File: src/rtl/route_mask_ctrl_if.sv
// ---------------------------------------------------------------------------
// route_mask_ctrl_if
//
// Purpose : Groups the data-path handshake between the upstream producer,
//           route_mask_ctrl and the route-distributor chain.
//
// Signals :
//   in_data  [DIN_W]   data word from the producer
//   in_vld             in_data valid
//   in_rdy             route_mask_ctrl accepts in_data
//   din_vec  [DIN_W]   registered data word to the distributor chain
//   sw_vec   [DOUT_W]  active lane-switch mask (sw_vec[i] -> chain cell i)
//   out_vld            din_vec valid
//   out_rdy            distributor chain accepts din_vec
//
// Modports:
//   slave  : route_mask_ctrl side
//   master : producer / consumer (testbench) side
// ---------------------------------------------------------------------------
interface route_mask_ctrl_if #(
  parameter int DIN_W  = 70,
  parameter int DOUT_W = 128
);

  logic [DIN_W-1:0]  in_data;
  logic              in_vld;
  logic              in_rdy;
  logic [DIN_W-1:0]  din_vec;
  logic [DOUT_W-1:0] sw_vec;
  logic              out_vld;
  logic              out_rdy;

  modport slave (
    input  in_data, in_vld, out_rdy,
    output in_rdy, din_vec, sw_vec, out_vld
  );

  modport master (
    output in_data, in_vld, out_rdy,
    input  in_rdy, din_vec, sw_vec, out_vld
  );

endinterface

File: src/rtl/route_mask_ctrl.sv
// ---------------------------------------------------------------------------
// route_mask_ctrl
//
// Purpose : Control and data-staging stage in front of the route-distributor
//           combinational chain. A DOUT_W-bit lane-switch mask is shifted in
//           serially, its population count is validated, and on success it is
//           committed to sw_vec. Data words are accepted through a
//           valid/ready handshake and presented, registered, on din_vec
//           together with the stable sw_vec.
//
// Parameters:
//   DIN_W   data word width; also the required mask popcount
//   DOUT_W  output lane count; also the mask length
//   CNT_W   bit / popcount counter width, 2**CNT_W must exceed DOUT_W
//
// Ports:
//   clk          clock
//   rst_n        synchronous active-low reset
//   cfg_start    pulse: begin (or restart) a mask load
//   cfg_bit      serial mask bit, first bit lands in sw_vec[0]
//   cfg_bit_vld  cfg_bit qualifier
//   bus          route_mask_ctrl_if.slave: in_data/in_vld/in_rdy,
//                din_vec/sw_vec/out_vld/out_rdy
//   mask_ok      active mask committed and valid
//   mask_err     last load failed its popcount check
//   busy         high in LOAD, CHECK or DRAIN
//
// Optional feature (macro ROUTE_MASK_RELAX_EN):
//   When defined, CHECK accepts any popcount P with 1 <= P <= DIN_W, P is
//   kept, and din_vec bits [DIN_W-1:P] are forced to zero on every transfer
//   so unused distributor inputs are deterministic. When undefined only
//   P == DIN_W passes and din_vec is an unmodified copy of in_data.
// ---------------------------------------------------------------------------
module route_mask_ctrl #(
  parameter int DIN_W  = 70,
  parameter int DOUT_W = 128,
  parameter int CNT_W  = 8
) (
  input  logic              clk,
  input  logic              rst_n,
  input  logic              cfg_start,
  input  logic              cfg_bit,
  input  logic              cfg_bit_vld,
  route_mask_ctrl_if.slave  bus,
  output logic              mask_ok,
  output logic              mask_err,
  output logic              busy
);

  typedef enum logic [2:0] {
    S_IDLE  = 3'd0,
    S_LOAD  = 3'd1,
    S_CHECK = 3'd2,
    S_RUN   = 3'd3,
    S_DRAIN = 3'd4,
    S_ERR   = 3'd5
  } state_t;

  state_t            state;
  logic [DOUT_W-1:0] shadow;
  logic [DOUT_W-1:0] sw_q;
  logic [CNT_W-1:0]  bit_cnt;
  logic [CNT_W-1:0]  pop_cnt;
  logic [DIN_W-1:0]  din_q;
  logic              out_vld_q;

  logic [CNT_W-1:0]  bit_cnt_nxt;
  logic [CNT_W-1:0]  pop_cnt_nxt;
  logic              check_pass;
  logic              in_rdy_c;
  logic              xfer;
  logic [DIN_W-1:0]  din_next;

`ifdef ROUTE_MASK_RELAX_EN
  // Popcount of the committed mask; selects how many low din_vec bits survive.
  logic [CNT_W-1:0]  pop_used;
`endif

  // -------------------------------------------------------------------------
  // Load counters and the popcount decision
  // -------------------------------------------------------------------------
  assign bit_cnt_nxt = bit_cnt + CNT_W'(1);
  assign pop_cnt_nxt = pop_cnt + CNT_W'(cfg_bit);

`ifdef ROUTE_MASK_RELAX_EN
  assign check_pass = (pop_cnt != '0) && (pop_cnt <= CNT_W'(DIN_W));
`else
  assign check_pass = (pop_cnt == CNT_W'(DIN_W));
`endif

  // -------------------------------------------------------------------------
  // Handshake. in_rdy is combinational on out_rdy so a held word and a new
  // word can swap in the same cycle, giving full-rate streaming.
  // -------------------------------------------------------------------------
  assign in_rdy_c = (state == S_RUN) && (!out_vld_q || bus.out_rdy);
  assign xfer     = bus.in_vld && in_rdy_c;

  always_comb begin
    // NOTE: every variable written here gets a default before any condition,
    // otherwise a missed branch would infer a latch.
    din_next = bus.in_data;
`ifdef ROUTE_MASK_RELAX_EN
    for (int i = 0; i < DIN_W; i++) begin
      if (i >= int'(pop_used)) din_next[i] = 1'b0;
    end
`endif
  end

  // -------------------------------------------------------------------------
  // Control FSM with registered status outputs
  // -------------------------------------------------------------------------
  always_ff @(posedge clk) begin
    // NOTE: all sequential state uses non-blocking assignments so every
    // register samples the pre-edge values, independent of statement order.
    if (!rst_n) begin
      // NOTE: the wide shadow and switch registers are reset explicitly: a
      // reset mid-load must not leave a partial mask that could later leak
      // into sw_vec.
      state    <= S_IDLE;
      shadow   <= '0;
      sw_q     <= '0;
      bit_cnt  <= '0;
      pop_cnt  <= '0;
      mask_ok  <= 1'b0;
      mask_err <= 1'b0;
      busy     <= 1'b0;
`ifdef ROUTE_MASK_RELAX_EN
      pop_used <= '0;
`endif
    end else begin
      case (state)
        S_IDLE: begin
          if (cfg_start) begin
            state   <= S_LOAD;
            bit_cnt <= '0;
            pop_cnt <= '0;
            mask_ok <= 1'b0;
            busy    <= 1'b1;
          end
        end

        S_LOAD: begin
          // A repeated cfg_start restarts the load; the bit presented in the
          // same cycle is discarded so the new mask starts cleanly.
          if (cfg_start) begin
            bit_cnt <= '0;
            pop_cnt <= '0;
          end else if (cfg_bit_vld) begin
            // Shift right, new bit at the MSB: after DOUT_W shifts the first
            // bit received sits at position 0.
            shadow  <= {cfg_bit, shadow[DOUT_W-1:1]};
            bit_cnt <= bit_cnt_nxt;
            pop_cnt <= pop_cnt_nxt;
            if (bit_cnt_nxt == CNT_W'(DOUT_W)) state <= S_CHECK;
          end
        end

        S_CHECK: begin
          busy <= 1'b0;
          if (check_pass) begin
            sw_q     <= shadow;
            mask_ok  <= 1'b1;
            mask_err <= 1'b0;
            state    <= S_RUN;
`ifdef ROUTE_MASK_RELAX_EN
            pop_used <= pop_cnt;
`endif
          end else begin
            mask_ok  <= 1'b0;
            mask_err <= 1'b1;
            state    <= S_ERR;
          end
        end

        S_RUN: begin
          // A transfer in this same cycle still completes in the data path.
          if (cfg_start) begin
            state <= S_DRAIN;
            busy  <= 1'b1;
          end
        end

        S_DRAIN: begin
          // sw_vec and mask_ok stay valid until the held word has left.
          if (!out_vld_q) begin
            state   <= S_LOAD;
            bit_cnt <= '0;
            pop_cnt <= '0;
            mask_ok <= 1'b0;
          end
        end

        S_ERR: begin
          if (cfg_start) begin
            state   <= S_LOAD;
            bit_cnt <= '0;
            pop_cnt <= '0;
            mask_ok <= 1'b0;
            busy    <= 1'b1;
          end
        end

        default: begin
          state <= S_IDLE;
          busy  <= 1'b0;
        end
      endcase
    end
  end

  // -------------------------------------------------------------------------
  // Output data register. A new transfer wins over a drain, so a word that
  // leaves on out_rdy can be replaced in the same edge.
  // -------------------------------------------------------------------------
  always_ff @(posedge clk) begin
    if (!rst_n) begin
      din_q     <= '0;
      out_vld_q <= 1'b0;
    end else if (xfer) begin
      din_q     <= din_next;
      out_vld_q <= 1'b1;
    end else if (bus.out_rdy) begin
      out_vld_q <= 1'b0;
    end
  end

  assign bus.in_rdy  = in_rdy_c;
  assign bus.din_vec = din_q;
  assign bus.sw_vec  = sw_q;
  assign bus.out_vld = out_vld_q;

endmodule

File: src/flat_wrapper.sv
// flat-port wrapper written by rule: the top's interface ports become plain ports
module route_mask_ctrl_flat 
#(
  parameter int DIN_W  = 70,
  parameter int DOUT_W = 128,
  parameter int CNT_W  = 8
)
  (clk, rst_n, cfg_start, cfg_bit, cfg_bit_vld, mask_ok, mask_err, busy, bus_in_data, bus_in_vld, bus_out_rdy, bus_in_rdy, bus_din_vec, bus_sw_vec, bus_out_vld);
  route_mask_ctrl_if #(.DIN_W(DIN_W), .DOUT_W(DOUT_W)) bus_i ();
  input  logic clk;
  input  logic rst_n;
  input  logic cfg_start;
  input  logic cfg_bit;
  input  logic cfg_bit_vld;
  output logic mask_ok;
  output logic mask_err;
  output logic busy;
  input wire logic [$bits(bus_i.in_data)-1:0] bus_in_data;
  input wire logic [$bits(bus_i.in_vld)-1:0] bus_in_vld;
  input wire logic [$bits(bus_i.out_rdy)-1:0] bus_out_rdy;
  output wire logic [$bits(bus_i.in_rdy)-1:0] bus_in_rdy;
  output wire logic [$bits(bus_i.din_vec)-1:0] bus_din_vec;
  output wire logic [$bits(bus_i.sw_vec)-1:0] bus_sw_vec;
  output wire logic [$bits(bus_i.out_vld)-1:0] bus_out_vld;
  assign bus_i.in_data = bus_in_data;
  assign bus_i.in_vld = bus_in_vld;
  assign bus_i.out_rdy = bus_out_rdy;
  assign bus_in_rdy = bus_i.in_rdy;
  assign bus_din_vec = bus_i.din_vec;
  assign bus_sw_vec = bus_i.sw_vec;
  assign bus_out_vld = bus_i.out_vld;
  route_mask_ctrl #(.DIN_W(DIN_W), .DOUT_W(DOUT_W), .CNT_W(CNT_W)) u_core (.clk(clk), .rst_n(rst_n), .cfg_start(cfg_start), .cfg_bit(cfg_bit), .cfg_bit_vld(cfg_bit_vld), .bus(bus_i), .mask_ok(mask_ok), .mask_err(mask_err), .busy(busy));
endmodule
File: config.mk
export PLATFORM = sky130hd
export DESIGN_NAME = route_mask_ctrl_flat
export DESIGN_NICKNAME = d
export VERILOG_FILES = /design/src/rtl/route_mask_ctrl_if.sv /design/src/rtl/route_mask_ctrl.sv /design/src/flat_wrapper.sv
export SDC_FILE = /design/constraint.sdc
export NUM_CORES = 1
export LEC_CHECK = 0
export BUFFER_PORTS_ARGS = -buffer_cell sky130_fd_sc_hd__buf_2
export CORE_ASPECT_RATIO = 0.9
export CORE_UTILIZATION = 49
export DETAILED_ROUTE_END_ITERATION = 12
export PLACE_DENSITY = 0.76
export SLEW_MARGIN = 40
export SYNTH_ARGS = -nofsm -noshare
export SYNTH_HDL_FRONTEND = slang
export SYNTH_SLANG_ARGS = --single-unit
export TNS_END_PERCENT = 10
File: constraint.sdc
create_clock -name clk -period 1.7 [get_ports clk]
set_clock_uncertainty 0.15 [all_clocks]
set_input_delay 0.255 -clock clk [delete_from_list [all_inputs] [get_ports clk]]
set_output_delay 0.255 -clock clk [all_outputs]
set_load 0.05 [all_outputs]
==> results of run 1 <==
==> placed cells by master (no fill, tap or decap), types with 12 or more instances in the layout <==
cell type / count
sky130_fd_sc_hd__nand2_1: 667
sky130_fd_sc_hd__buf_12: 23
sky130_fd_sc_hd__dlygate4sd3_1: 72
sky130_fd_sc_hd__clkbuf_16: 42
sky130_fd_sc_hd__buf_4: 45
sky130_fd_sc_hd__o21ai_0: 12
sky130_fd_sc_hd__a21oi_1: 303
sky130_fd_sc_hd__buf_2: 278
sky130_fd_sc_hd__a21oi_2: 33
sky130_fd_sc_hd__dfxtp_1: 340
==> path summary, 6_finish.rpt <==
| kind | to | cells past startpoint | slack (ps) | from |
|---|---|---|---|---|
| setup / recovery | bus_in_rdy | 3 | -70 | u_core.state[0] |
| hold reg to reg | u_core.bus.sw_vec[65] | 2 | 300 | u_core.bus.sw_vec[65] |
| hold / removal | u_core.bus.sw_vec[90] | 3 | 40 | rst_n |
| setup reg to reg | u_core.pop_cnt[6] | 6 | -10 | u_core.state[0] |
==> logic make-up after synthesis <==
| kind of cell | count (synthesis) | synth area share (%) |
|---|---|---|
| adder cells (fa/ha/maj) | 4 | 0.3917 |
| buffers and inverters | 128 | 5.943 |
| XOR/XNOR | 2 | 0.1371 |
| flip-flops | 349 | 54.68 |
| AND/OR/NAND/NOR | 725 | 22.46 |
| AO/OA/AOI/OAI | 381 | 16.39 |
==> through the flow <==
stage	hold slack [ps]	std cells
after CTS	16.62	2297
after global routing	36.06	2306
after detailed placement	293.4	2156
after floorplan	241.0	1589
final	36.84	2306
after global placement	288.8	2156
==> cell usage after synthesis, types with 4 or more instances <==
master,instances
sky130_fd_sc_hd__and3_1,4
sky130_fd_sc_hd__a31oi_1,4
sky130_fd_sc_hd__dfxtp_1,349
sky130_fd_sc_hd__a21oi_2,26
sky130_fd_sc_hd__a211oi_1,9
sky130_fd_sc_hd__o21ai_0,14
sky130_fd_sc_hd__clkbuf_1,60
sky130_fd_sc_hd__buf_2,32
sky130_fd_sc_hd__nor2_1,9
sky130_fd_sc_hd__or3_1,5
sky130_fd_sc_hd__buf_4,12
sky130_fd_sc_hd__nand2_1,667
sky130_fd_sc_hd__a21oi_1,310
sky130_fd_sc_hd__buf_12,11
sky130_fd_sc_hd__and2_1,4
sky130_fd_sc_hd__ha_1,4
sky130_fd_sc_hd__inv_1,8
sky130_fd_sc_hd__nand3_1,8
==> area by class of cell <==
type	instances	area [sq um]	share of cell area (%)
timing repair buffer	426	3045	17.90
tap	342	427.9	2.516
multi-input combinational	1112	5199	30.56
clock buffer	54	1132	6.657
clock inverter	14	160.2	0.9415
inverter	8	37.54	0.2207
antenna	1	2.502	0.01471
sequential	349	7005	41.18
==> registers in the layout, indices dropped and copies added, names as in the netlist <==
| name | count |
|---|---|
| u_core.mask_err | 1 |
| u_core.bus.out_vld | 1 |
| u_core.bus.din_vec | 70 |
| u_core.state | 3 |
| u_core.busy | 1 |
| u_core.shadow | 128 |
| u_core.bit_cnt | 8 |
| u_core.mask_ok | 1 |
| u_core.bus.sw_vec | 128 |
| u_core.pop_cnt | 8 |
==> power by group <==
part           internal (W)  leakage, nW  switching (W)
combinational      0.000288         3.09       0.000341
clock               0.00510        0.633        0.00326
sequential          0.00818         2.82     0.00000661
total                0.0136         6.54        0.00360
==> what timing repair did <==
item                                    in CTS  in global routing
buffers inserted                             1                  5
hold buffers                                72                  0
pin swaps                                    5                  6
cloned                                       0                  3
hold endpoints to repair                    72                  0
endpoints found under the setup margin     282                288
gates resized for setup                     24                 27
==> per-layer routing <==
metal	routed length [um]	part of all wire, %	vias up
met5	0	0	-
met4	1203	3.5	0
met3	2222	6.5	88
met2	16690	49	414
met1	13850	41	5576
li1	-	-	5877
==> worst max-delay path, cell delays in order, from the launching register on <==
cell and delay [ps]:
sky130_fd_sc_hd__dfxtp_4 360, sky130_fd_sc_hd__nor2b_4 160, sky130_fd_sc_hd__and3_4 200, sky130_fd_sc_hd__buf_8 140
==> PnR_summary.wiki, run 1 <==
{| class="wikitable"
! Metric !! Value
|-
| Total non-filler cell area in the finished layout || about 0.017 sq mm
|-
| Routability congestion estimate from global placement || 0.8398
|-
| Starting Density || 50.32%
|-
| Yosys Warn Count || 0
|-
| Most frequently used flop master after synthesis || sky130_fd_sc_hd__dfxtp_1
|-
| Antenna viol nets, final || 0
|-
| Aggregate negative setup slack || -96.43 ps
|-
| Post-route worst setup slack || -69.67 ps
|-
| Mean routed wirelength per cell || 14.73 um
|-
| Number of buffers added on ports || 279
|-
| Critical path data arrival time || between 1000 and 1500 ps
|-
| Nets || ~2,000
|-
| Number of unique standard cell types used by synthesis || 49
|-
| H-Tree Depth || 2
|-
| Unrepaired setup endpoints after global routing || yes
|-
| Clk slew on worst S/H paths || 60 ps
|-
| Total DRC errors in the routed layout || 0
|-
| Cell types with the largest area share after synthesis || sky130_fd_sc_hd__dfxtp_1 (55%), sky130_fd_sc_hd__nand2_1 (20%), sky130_fd_sc_hd__a21oi_1 (12%), sky130_fd_sc_hd__a21oi_2 (1.8%), sky130_fd_sc_hd__clkbuf_1 (1.8%)
|-
| Run status || finished with violations
|-
| Number of hold violations in the final report || 0
|-
| Highest ir drop seen on vdd || approximately 1.1 mV
|-
| Core Box Area || 0.02539 sq mm
|-
| Total wire length after detailed routing || 33,960 um
|-
| Later-pin clock latency in the skew report || around 500 ps
|-
| Cell taking the most area after synthesis || sky130_fd_sc_hd__dfxtp_1
|-
| Post-synth design cell area || around 0.013 sq mm
|-
| Leakage Power || 6.543 nW
|-
| Global-route wire length before repair || about 54,000 um
|-
| GR Util met2 || about two fifths
|-
| Pwr Total || 0.01717 W
|-
| Layout overhead on the synthesized area || 33.11%
|-
| Vias in the first global route || 11,220
|-
| Final-layout fill cell count || approximately 2,000
|-
| Count of maximum capacitance violations || 0
|-
| Detailed-routing iteration count for the pre-antenna-repair pass || 5
|-
| Highest-utilization routing layer at the global route stage || met2
|-
| Seq cells post-synth || ~350
|-
| Count of mapped cells out of synthesis || 1,589
|-
| Half-perimeter wire length after detailed placement || 20,190 um
|-
| Share of the clock period used by the worst path || 104.1%
|-
| Max-slew violations || 0
|-
| Endpoint required time on the critical path || between 1000 and 1500 ps
|-
| Via density per instance || between 5 and 6
|-
| Min-Delay Path Class || primary input to register
|-
| Post-synthesis net count || between 1,500 and 2,000
|-
| Max Buffers Root-to-Sink || 3
|-
| Via Count || 11,960
|-
| Utilization after layout || approximately 67%
|-
| Die extent in y || about 160 um
|-
| Crit path kind || register to output port
|-
| First-iteration detailed-routing DRC count || roughly 970
|-
| Pwr Density || between 1000 and 1500 mW/mm^2
|-
| Violations in the final reports || setup timing
|-
| I/O pin total || 280
|-
| Layout cells sized above 1 || 24.71%
|-
| Placement row count || 55
|-
| Total global-route track usage || 24.41%
|-
| Critical Path Start Type || register
|-
| Clock tree from TritonCTS || built
|-
| Root Driver || sky130_fd_sc_hd__clkbuf_16
|-
| Count of flip-flops with a built-in enable after synthesis || 0
|-
| Number of antenna violations at the first check in global routing || 1
|-
| Synth Area per Inst || 8.042 sq um
|-
| Endpoint class of the critical path || output port
|-
| TritonCTS buffer count || 37
|-
| Full die area || ~0.027 sq mm
|-
| Number of sinks on the clock net || 349
|-
| Slew of the pin with the lowest slew margin || about 370 ps
|-
| Share of synthesized registers carrying an async set or reset || 0%
|-
| Met3 layer usage reported by global route || 5.215%
|-
| Critical Path Fanout Max || 5
|-
| Total gr overflow || 0
|-
| Register area share after synthesis || between 50% and 60%
|-
| Pin count of the biggest net entering global routing || between 70 and 80
|-
| Peak Freq || 565.1 MHz
|-
| Fraction of met1 tracks used by global routing || between 20 and 30%
|-
| Rel. slew slack || 75.37%
|-
| Placed instance area || roughly 0.015 sq mm
|-
| Dpl ws || -136.2 ps
|-
| Die width || 172.2 um
|-
| Final Critical Period || 1770 ps
|-
| Number of setup violations in the final report || 6
|-
| Post-synth top area share || 54.68%
|}
No activity file was read; power rests on OpenSTA's default activity.
==> run 2: changes to the inputs <==
==> constraint.sdc (replaced) <==
create_clock -name clk -period 1.7 [get_ports clk]
set_clock_uncertainty 0.15 [all_clocks]
set_input_delay 0.255 -clock clk [delete_from_list [all_inputs] [get_ports clk]]
set_output_delay 0.255 -clock clk [all_outputs]
set_load 0.005 [all_outputs]
==> PnR_summary.wiki, run 2 (synthesis results as in run 1) <==
{| class="wikitable"
! Metric !! Value
|-
| Layout overhead on the synthesized area || 33.13%
|-
| Endpoint class of the critical path || output port
|-
| Post-Route Hold Slack || 46.96 ps
|-
| Min-Delay Path Class || primary input to register
|-
| Unrepaired setup endpoints after global routing || yes
|-
| Cell class contributing the biggest share of worst-path delay || flip-flops
|-
| Rel. slew slack || 67.98%
|-
| Total global-route track usage || roughly a quarter
|-
| Dpl ws || -127.0 ps
|-
| Antenna viol nets, final || 0
|-
| Routability congestion estimate from global placement || 0.8527
|-
| Leakage Power || between 6 and 7 nW
|-
| Total non-filler cell area in the finished layout || 0.01701 sq mm
|-
| ANT cells || 0
|-
| Die width || around 170 um
|-
| Critical Path Fanout Max || 6
|-
| Later-pin clock latency in the skew report || 510 ps
|-
| Final-layout fill cell count || 1,983
|-
| Run status || finished with violations
|-
| Total DRC errors in the routed layout || 0
|-
| Die extent in y || 155.2 um
|-
| Via Count || 11,770
|-
| Nets || 2,013
|-
| Part of the power in the clock network || 49.2%
|-
| Leading cell type in the layout, fill and taps excluded || sky130_fd_sc_hd__nand2_1
|-
| Placement row count || 55
|-
| Pwr Total || between 0.015 and 0.02 W
|-
| Vias in the first global route || about 11,000
|-
| Number of antenna violations at the first check in global routing || 0
|-
| Detailed-routing iteration count for the pre-antenna-repair pass || 6
|-
| Crit path kind || register to output port
|-
| Starting Density || 50.32%
|-
| Placed instance area || 0.01464 sq mm
|-
| Total wire length after detailed routing || 33,450 um
|-
| Clk slew on worst S/H paths || 70 ps
|-
| Final Critical Period || 1731 ps
|-
| Full die area || 0.02673 sq mm
|-
| Number of hold violations in the final report || 0
|-
| Clock tree from TritonCTS || built
|-
| Highest ir drop seen on vdd || 0.6855 mV
|-
| Layout cells sized above 1 || 25.37%
|-
| CP peak stage delay || 370 ps
|-
| Crit path cell chain || nor2b_4 > and3_4 > buf_6
|-
| Hold Crit Start || cfg_bit_vld
|-
| First-iteration detailed-routing DRC count || 858
|-
| Int Power || 0.01377 W
|-
| Global-route wire length before repair || 52,900 um
|-
| Final cell count without fillers || 2,301
|-
| Sequential share of power || 47.2%
|-
| Via density per instance || 5.115
|-
| Pwr Density || 1019 mW/mm^2
|-
| Number of setup violations in the final report || 6
|-
| Most used cells in the layout excluding fill and tap cells || sky130_fd_sc_hd__nand2_1 (664), sky130_fd_sc_hd__dfxtp_1 (337), sky130_fd_sc_hd__a21oi_1 (303), sky130_fd_sc_hd__buf_2 (278), sky130_fd_sc_hd__dlygate4sd3_1 (73)
|-
| Source of the worst register-to-register timing path || u_core.state[2]
|-
| Post-route worst setup slack || -30.72 ps
|-
| Startpoint of the worst setup timing path || u_core.state[0]
|-
| Total gr overflow || 0
|-
| I/O pin total || 280
|-
| Number of buffers added on ports || 279
|-
| Critical path data arrival time || about 1300 ps
|-
| Half-perimeter wire length after detailed placement || 20,150 um
|-
| TritonCTS buffer count || 36
|-
| Switching share of total power || 20.60%
|-
| Root Driver || sky130_fd_sc_hd__clkbuf_16
|-
| Endpoint required time on the critical path || 1290 ps
|-
| Max Buffers Root-to-Sink || 3
|-
| Peak Freq || just under 600 MHz
|-
| Share of the clock period used by the worst path || 101.8%
|-
| Worst path buffer plus inverter count || 1
|-
| Critical Path Start Type || register
|-
| Violations in the final reports || setup timing
|-
| H-Tree Depth || 2
|-
| Total placed cells including tap cells || 2,154
|-
| Slew of the pin with the lowest slew margin || 480.3 ps
|-
| Crit path max-delay cell type || sky130_fd_sc_hd__dfxtp_4
|-
| Mean routed wirelength per cell || 14.54 um
|-
| Max-slew violations || 0
|-
| Pin count of the biggest net entering global routing || 109
|-
| Core Box Area || 0.02539 sq mm
|-
| Psw || around 0.0036 W
|-
| Number of sinks on the clock net || 349
|-
| Fraction of power consumed by combinational cells || 3.6%
|-
| Count of maximum capacitance violations || 0
|}
-- run 2: final timing paths --
kind	endpoint	slack (ps)	cells after the start
hold reg to reg	u_core.bus.sw_vec[112]	300	2
setup / recovery	bus_in_rdy	-30	3
setup reg to reg	u_core.state[0]	-20	6
hold / removal	u_core.pop_cnt[5]	50	4
-- run 2: repair_timing --
item,in CTS,in global routing
resized for setup,34,27
endpoints found under the hold margin,85,0
buffers inserted,3,4
pin swaps,6,16
cloned,0,2
setup endpoints to repair,339,247
hold buffers,73,0
-- run 2: per-layer routing --
layer / GRT usage [%] / vias up / share of wire (%)
li1: - / 5867 / -
met2: 41.21 / 353 / 49
met4: 9.060 / 0 / 3.1
met1: 29.10 / 5466 / 42
met5: 0 / - / 0
met3: 5.139 / 83 / 6.0
-- run 2: final cells by class --
class                           instances  area, sq um  share of cell area [%]
Timing Repair Buffer                  425         2982                   17.53
Sequential cell                       349         7004                   41.17
Inverter                                8        37.54                  0.2206
Multi-Input combinational cell       1112         5259                   30.91
Clock buffer                           50         1065                   6.259
Clock inverter                         15        237.7                   1.397
Tap cell                              342        427.9                   2.515
-- run 2: worst min-delay path: cells and delay by family --
| family | cells | cell delay [ps] |
|---|---|---|
| compound gates | 1 | 60 |
| buf+inv | 1 | 140 |
| simple gates | 2 | 200 |
-- run 2: stage by stage --
stage | util [%] | TNS [ps]
floorplan | - | 0
global placement | 57.64 | -1900
detailed placement | 57.64 | -13570
CTS | 66.24 | -124.0
global route | 67.00 | -5062
finish | 67.00 | -60.82
-- run 2: power groups by stage --
stage / Combinational (W) / Sequential, W / Clock, W
global placement: 0.000439 / 0.00837 / 0
floorplan: 0.000237 / 0.00837 / 0
global route: 0.000660 / 0.00818 / 0.00904
finish: 0.000619 / 0.00819 / 0.00854
detailed placement: 0.000443 / 0.00837 / 0
CTS: 0.000589 / 0.00819 / 0.00867
